[config.mk]
export PLATFORM = sky130hd
export DESIGN_NAME = register_file
export DESIGN_NICKNAME = d
export VERILOG_FILES = /design/src/rtl/register_file_pkg.sv /design/src/rtl/register_file_read_port.sv /design/src/rtl/register_file.sv
export SDC_FILE = /design/constraint.sdc
export NUM_CORES = 1
export LEC_CHECK = 0
export CAP_MARGIN = 20
export CELL_PAD_IN_SITES_DETAIL_PLACEMENT = 0
export CELL_PAD_IN_SITES_GLOBAL_PLACEMENT = 2
export CORE_ASPECT_RATIO = 1.1
export CORE_MARGIN = 5
export CORE_UTILIZATION = 42
export DETAILED_ROUTE_END_ITERATION = 10
export PLACE_DENSITY_LB_ADDON = 0.1
export SLEW_MARGIN = 10
export SYNTH_ARGS = -nofsm -noshare
export SYNTH_HDL_FRONTEND = slang
export SYNTH_SLANG_ARGS = --single-unit
[constraint.sdc]
create_clock -name clock -period 2.39 [get_ports clock]
set_input_delay 0.239 -clock clock [delete_from_list [all_inputs] [get_ports clock]]
set_output_delay 0.239 -clock clock [all_outputs]
set_load 0.01 [all_outputs]
[src/rtl/register_file_pkg.sv]
// Shared types and helpers for the register file: clear-engine state encoding and id qualification.
package register_file_pkg;

    typedef enum logic [0:0] {
        StIdle  = 1'b0,
        StClear = 1'b1
    } clear_state_e;

    // An id names real storage only when it is nonzero and below the implemented count.
    function automatic logic id_is_live(input logic [31:0] id, input int unsigned reg_count);
        return (id != 32'd0) && (id < reg_count);
    endfunction

endpackage

[src/rtl/register_file_read_port.sv]
// One combinational read port: storage lookup, optional write bypass, and scoreboard bit.
module register_file_read_port
    import register_file_pkg::*;
#(
    parameter int unsigned DATA_WIDTH = 8,
    parameter int unsigned REG_COUNT  = 16,
    parameter int unsigned ADDR_WIDTH = 4,
    parameter int unsigned BYPASS     = 1
) (
    input  logic [DATA_WIDTH-1:0] storage [REG_COUNT],
    input  logic [REG_COUNT-1:0]  pending_vec,
    input  logic                  bypass_enable,
    input  logic [ADDR_WIDTH-1:0] write_id,
    input  logic [DATA_WIDTH-1:0] write_value,
    input  logic [ADDR_WIDTH-1:0] id,
    output logic [DATA_WIDTH-1:0] value,
    output logic                  is_pending
);

    logic live;

    always_comb begin
        live       = id_is_live(32'(id), REG_COUNT);
        value      = '0;
        is_pending = 1'b0;
        if (live) begin
            value      = storage[id];
            is_pending = pending_vec[id];
            // Pending is deliberately not bypassed; only data forwards.
            if ((BYPASS != 0) && bypass_enable && (write_id == id)) begin
                value = write_value;
            end
        end
    end

endmodule

[src/rtl/register_file.sv]
// Parametrised register file with two read ports, one write port, pending scoreboard
// and a sequential bulk-clear engine.
module register_file
    import register_file_pkg::*;
#(
    parameter int unsigned DATA_WIDTH = 8,
    parameter int unsigned REG_COUNT  = 16,
    parameter int unsigned ADDR_WIDTH = 4,
    parameter int unsigned BYPASS     = 1
) (
    input  logic                  clock,
    input  logic                  reset_n,
    input  logic [ADDR_WIDTH-1:0] read1_id,
    output logic [DATA_WIDTH-1:0] read1_value,
    output logic                  read1_pending,
    input  logic [ADDR_WIDTH-1:0] read2_id,
    output logic [DATA_WIDTH-1:0] read2_value,
    output logic                  read2_pending,
    input  logic                  write_enable,
    input  logic [ADDR_WIDTH-1:0] write_id,
    input  logic [DATA_WIDTH-1:0] write_value,
    input  logic                  reserve_enable,
    input  logic [ADDR_WIDTH-1:0] reserve_id,
    input  logic                  clear_request,
    output logic                  clear_busy
);

    localparam logic [ADDR_WIDTH-1:0] FirstIdx = ADDR_WIDTH'(1);
    localparam logic [ADDR_WIDTH-1:0] LastIdx  = ADDR_WIDTH'(REG_COUNT - 1);

    logic [DATA_WIDTH-1:0] regs_q [REG_COUNT];
    logic [DATA_WIDTH-1:0] regs_d [REG_COUNT];
    logic [REG_COUNT-1:0]  pending_q, pending_d;
    logic [ADDR_WIDTH-1:0] idx_q, idx_d;
    clear_state_e          state_q, state_d;
    logic                  idle;

    assign idle = (state_q == StIdle);

    // State register
    always_ff @(posedge clock or negedge reset_n) begin
        if (!reset_n) begin
            state_q <= StIdle;
        end else begin
            state_q <= state_d;
        end
    end

    // Next-state logic
    always_comb begin
        state_d = state_q;
        unique case (state_q)
            StIdle:  if (clear_request) state_d = StClear;
            StClear: if (idx_q == LastIdx) state_d = StIdle;
            default: state_d = StIdle;
        endcase
    end

    // Output logic
    always_comb begin
        clear_busy = (state_q == StClear);
    end

    always_comb begin
        regs_d    = regs_q;
        pending_d = pending_q;
        idx_d     = idx_q;
        if (idle) begin
            if (write_enable && id_is_live(32'(write_id), REG_COUNT)) begin
                regs_d[write_id]    = write_value;
                pending_d[write_id] = 1'b0;
            end
            // Applied after the write so a new producer's reservation wins.
            if (reserve_enable && id_is_live(32'(reserve_id), REG_COUNT)) begin
                pending_d[reserve_id] = 1'b1;
            end
        end else begin
            regs_d[idx_q]    = '0;
            pending_d[idx_q] = 1'b0;
            idx_d            = (idx_q == LastIdx) ? FirstIdx : idx_q + FirstIdx;
        end
    end

    always_ff @(posedge clock or negedge reset_n) begin
        if (!reset_n) begin
            for (int i = 0; i < int'(REG_COUNT); i++) begin
                regs_q[i] <= '0;
            end
            pending_q <= '0;
            idx_q     <= FirstIdx;
        end else begin
            regs_q    <= regs_d;
            pending_q <= pending_d;
            idx_q     <= idx_d;
        end
    end

    register_file_read_port #(
        .DATA_WIDTH (DATA_WIDTH),
        .REG_COUNT  (REG_COUNT),
        .ADDR_WIDTH (ADDR_WIDTH),
        .BYPASS     (BYPASS)
    ) u_read1 (
        .storage       (regs_q),
        .pending_vec   (pending_q),
        .bypass_enable (write_enable && idle),
        .write_id      (write_id),
        .write_value   (write_value),
        .id            (read1_id),
        .value         (read1_value),
        .is_pending    (read1_pending)
    );

    register_file_read_port #(
        .DATA_WIDTH (DATA_WIDTH),
        .REG_COUNT  (REG_COUNT),
        .ADDR_WIDTH (ADDR_WIDTH),
        .BYPASS     (BYPASS)
    ) u_read2 (
        .storage       (regs_q),
        .pending_vec   (pending_q),
        .bypass_enable (write_enable && idle),
        .write_id      (write_id),
        .write_value   (write_value),
        .id            (read2_id),
        .value         (read2_value),
        .is_pending    (read2_pending)
    );

endmodule
-- After elaboration in Yosys (flattened, before gate mapping)
Index checks and enable logic that the tools add are counted.
Widths: inputs -> output; s select.
- add/subtract/negate cells: 1
- order comparisons: 14
- eq/ne operators: 3
- mux-type cells: 37
- bitwise gates (word level): 12
- reductions and logical operators: 15
- operator list (operator ; number):
    $mux 128 ; 2
    $and 128x128->128 ; 1
    $bwmux 128 ; 1
    $not 128->128 ; 1
    $mux 8 ; 10
    $bmux 8 s4 ; 2
    $demux 8 s4 ; 2
    $mux 16 ; 4
    $and 16x16->16 ; 2
    $not 16->16 ; 2
    $lt 4x5->1 const B ; 5
    $ge 5x5->1 const B ; 4
    $not 4->5 ; 4
    $or 16x16->16 ; 1
    $reduce_bool 4->1 ; 4
    $demux 1 s4 ; 3
    $ge 4x1->1 const B ; 3
    $logic_and 1x1->1 ; 10
    $lt 5x1->1 const B ; 2
    $mux 1 ; 9
    $bmux 1 s4 ; 2
    $eq 4x4->1 ; 2
    $add 4x1->4 const B ; 1
    $eq 4x4->1 const B ; 1
    4 further kinds ; 4
- bits in registers: 149
- output and inout bits: 19
- word-level logic and storage cells: 101

-- Depth between registers and ports, before layout
- depth in word-level cells: 11
- gate-level depth with buffers: 7

-- Cells and area by module
From an unflattened synthesis, not the netlist that was laid out.
- cells, all modules: 797
- area, all modules: 9029.9 um^2
- by module, submodules not included (module ; instances ; cells each ; area an instance (um^2) ; sequential area each (um^2)):
    register_file ; 1 ; 527 ; 6372.4 ; 3729.8
    register_file_read_port ; 2 ; 135 ; 1328.8 ; 0.0

-- Worst setup path before layout
Ideal clock, no wire load.
- path type: flip-flop to output port
- start: reg state_q (netlist: clear_busy)
- end: out read2_value[0]
- arrival time: 1522 ps
- slack: 629 ps
- cell stages (with the launch flop): 7
- buffers on the path: 2
- cell sequence: dfrtp_1 > buf_2 > nor2b_1 > nand2_1 > or2_2 > clkbuf_2 > a31oi_1
- word-level cells in the longest chain between the ends: 5
- RTL lines (item ; RTL line ; source):
    start: declaration ; register_file.sv:35 ; clear_state_e state_q, state_d;
    start signal: assignment ; register_file.sv:43 ; state_q <= StIdle;
    start signal: assignment ; register_file.sv:45 ; state_q <= state_d;
    $not 1->1 ; n/a ;
    $logic_and 1x1->1 ; register_file.sv:122 ; .bypass_enable (write_enable && idle),
    $logic_and 1x1->1 ; register_file_read_port.sv:30 ; if ((BYPASS != 0) && bypass_enable && (write_id == id)) begin
    $mux 8 ; register_file_read_port.sv:30 ;
    $mux 8 ; register_file_read_port.sv:26 ; if (live) begin
    end: declaration ; register_file.sv:17 ; output logic [DATA_WIDTH-1:0] read2_value,
Every way passes these cells.

-- Worst setup path after layout
- start: in read2_id[3]
- end: out read2_value[1]
- word-level cells in the longest chain between the ends: 6
- RTL lines (item ; RTL line ; source):
    start: declaration ; register_file.sv:16 ; input logic [ADDR_WIDTH-1:0] read2_id,
    $not 4->5 (not written as such) ; register_file_read_port.sv:27 ; value = storage[id];
    $bmux 8 s4 ; register_file_read_port.sv:27 ;
    $mux 8 (not written as such) (2 in a row) ; register_file_read_port.sv:27 ;
    $mux 8 ; register_file_read_port.sv:30 ;
    $mux 8 * ; register_file_read_port.sv:26 ;
Every way passes the cells marked *; elsewhere a longest branch is shown, timed or not. The select of a mux whose other input is x is not followed.

==> run metrics <==
Tmin final=2340 ps; critical path type=input pin to primary output; drc violations=0; CTS Buffer Depth=2; Leak=4.68 nW; Yosys reg bits=149; Final period util=98.0%; drt initial violations=686; die area=0.0227 sq mm; Pwr Density=822 mW/mm^2; CP Launch Type=input pin; CTS Sinks=149; fin. max-slew vios=0; crit end category=primary output; routed wire length=28700 microns; antenna violations before repair=0; htree depth=4; RSZ-0062 raised after global routing=false; drt wl/cell=27.6 microns; initial core utilization=42.2%; worst skew pair latency=430 ps; Placeable Area=0.0197 sq mm; M1 GR Usage=36.3%; first-pass GRT wire length=44200 microns; Synth Instances=666; CP cell instances=dlygate4sd2_1 -> buf_4 -> nand3b_1 -> buf_4 -> o22ai_1 -> a211oi_1 -> a31oi_1 -> dlygate4sd2_1; CP max stage delay=360 ps; Synthesized Nets=699; Total GRT Usage=26.2%; ys async rst share=100%; via count=6727; largest net degree at the start of global routing=59; HPWL after DPL=21400 microns; DR pass1 iterations=5; post-detailed-route count of antenna-violating nets=0; RePlAce Congestion=0.900; ys flop type=dfrtp_1; Arrival @ worst endpoint=2100 ps; Syn-to-layout area delta=25.2%; total power=0.00854 W; post-route cell area=0.0104 sq mm; Remaining Overflow, GRT=0; Post-DP Area=0.00965 sq mm; sequential element share of the synthesized area=45.0%; final setup vio count=0; Fin Clk Skew=10.4 ps; Die Width=144 microns; vias in the first global route=6993; status=complete, no violations; Slowest cell on crit path=dlygate4sd2_1; die height=157 microns; Num CTS Buffers=17; post-synthesis instance area=0.00829 sq mm; IO buf count=47; Finished Core Util=52.8%; Post-synth EDFFs=0; fmax=427 MHz; Top Ports=48; Total Nets Final=807; distinct cell type count after synthesis=47; Ant. Diodes=0; worst path required time=2150 ps; maxcap violations=0; CTS tree=built; Rel. slew slack=58.6%; Most Crowded Layer GR=met2; Via density=6.47; worst-path maximum fanout=10; met3 usage=5.01%; row cnt=54; CTS Root Cell=clkbuf_16; clock-pin slew on the worst setup and hold paths=60 ps; Peak VDD IR=0.000583 V; share of cells above drive strength 1=31.8%; Worst-Margin Slew=621 ps; YS warnings=0; Hold Path Class=input pin to async pin; Syn Area/Cell=12.4 sq um; met2 Use GR=42.7%; Final Hold Viols=0
## placed cells by master, fill, tap and decap left out, types with 3 or more instances in the layout
| cell type | count |
|---|---|
| o22ai_1 | 24 |
| a211oi_1 | 5 |
| dfrtp_1 | 148 |
| mux2_2 | 4 |
| buf_4 | 91 |
| nor2_8 | 3 |
| clkbuf_16 | 17 |
| nor3b_1 | 3 |
| nor2b_1 | 12 |
| o31ai_1 | 16 |
| o22ai_2 | 8 |
| a211oi_2 | 11 |
| nor2_1 | 7 |
| a31oi_1 | 13 |
| clkdlybuf4s50_1 | 20 |
| a22o_1 | 135 |
| or3b_4 | 4 |
| inv_8 | 3 |
| nor2_2 | 9 |
| mux4_2 | 40 |
| nand3_1 | 17 |
| a21oi_1 | 3 |
| buf_6 | 3 |
| xnor2_1 | 9 |
| nand2_1 | 14 |
| clkinv_4 | 3 |
| a21oi_2 | 15 |
| buf_2 | 6 |
| dlygate4sd2_1 | 18 |
| inv_6 | 4 |
| buf_12 | 10 |
| mux2i_1 | 64 |
| ha_1 | 4 |
## power breakdown
part	internal, W	switching [W]
Clock	0.00150	0.00119
Sequential	0.00299	0.000407
Combinational	0.00117	0.00129
## worst paths after layout
kind	startpoint	to	slack (ps)	cells after the start
setup / recovery	read2_id[3]	read2_value[1]	50	8
hold / removal	reset_n	regs_q[109]$_DFFE_PN0P_	330	2
setup reg to reg	clear_busy$_DFF_PN0_	regs_q[115]$_DFFE_PN0P_	470	6
hold reg to reg	regs_q[25]$_DFFE_PN0P_	regs_q[25]$_DFFE_PN0P_	520	1
max in group asynchronous	reset_n	regs_q[83]$_DFFE_PN0P_	1320	3
min in group clock	clear_request	clear_busy$_DFF_PN0_	380	3
## cells in the mapped netlist, drive strengths merged, types with 6 or more instances
cell type	number	area [sq um]
a211oi	16	120
a21oi	20	171
a22o	135	1180
a31oi	15	93.8
buf	41	218
clkbuf	21	80.1
dfrtp	148	3700
mux2	6	67.6
mux2i	64	641
mux4	40	901
nand2	14	52.6
nand3	17	85.1
nor2	19	143
nor2b	12	75.1
o22ai	32	200
o31ai	16	120
xnor2	9	78.8
## metrics by stage
stage	hold WS [ps]	setup slack [ps]	setup TNS, ps	instances
finish	333	49.0	0	1039
global route	383	0.00711	0	1039
CTS	340	22.0	0	1038
detailed placement	225	-656	-8410	1005
global placement	213	-646	-8120	1005
floorplan	-56.6	629	0	666
## metal layers
layer	part of all wire, %	up-vias
li1	-	2889
met1	43	3550
met2	50	256
met3	5.7	32
met4	1.3	0
met5	0	-
## cell type report
class | count | area [sq um]
Fill cell | 1715 | 9280
Multi-Input combinational cell | 453 | 4410
Sequential cell | 149 | 3730
Timing Repair Buffer | 151 | 1340
Clock buffer | 19 | 443
Tap cell | 252 | 315
Clock inverter | 13 | 140
Inverter | 2 | 7.51
## state kept, by name (all words and copies together), names as in the netlist
signal      flops
clear_busy      1
pending_q      16
regs_q        128
idx_q           4
## logic make-up after synthesis
logic type / share of synthesized area [%]
AOI/OAI and AO/OA: 23.0
xor gates and xnor gates: 0.951
adders and majority gates: 0.604
buffers and inverters: 3.68
DFF: 45.0
muxes: 19.4
and+or+nand+nor: 7.35
## worst max-delay path, delay by kind of cell
kind / cells / cell delay (ps)
buffers and inverters: 4 / 1120
AOI/OAI and AO/OA: 3 / 560
and+or+nand+nor: 1 / 170
## repair_timing
action	CTS	global route
pin swaps	6	2
resized for setup	59	6
hold endpoints to repair	47	0
setup endpoints to repair	18	5
hold buffers	1	0
setup buffers	0	1
Power figures use the tool's default switching activity.
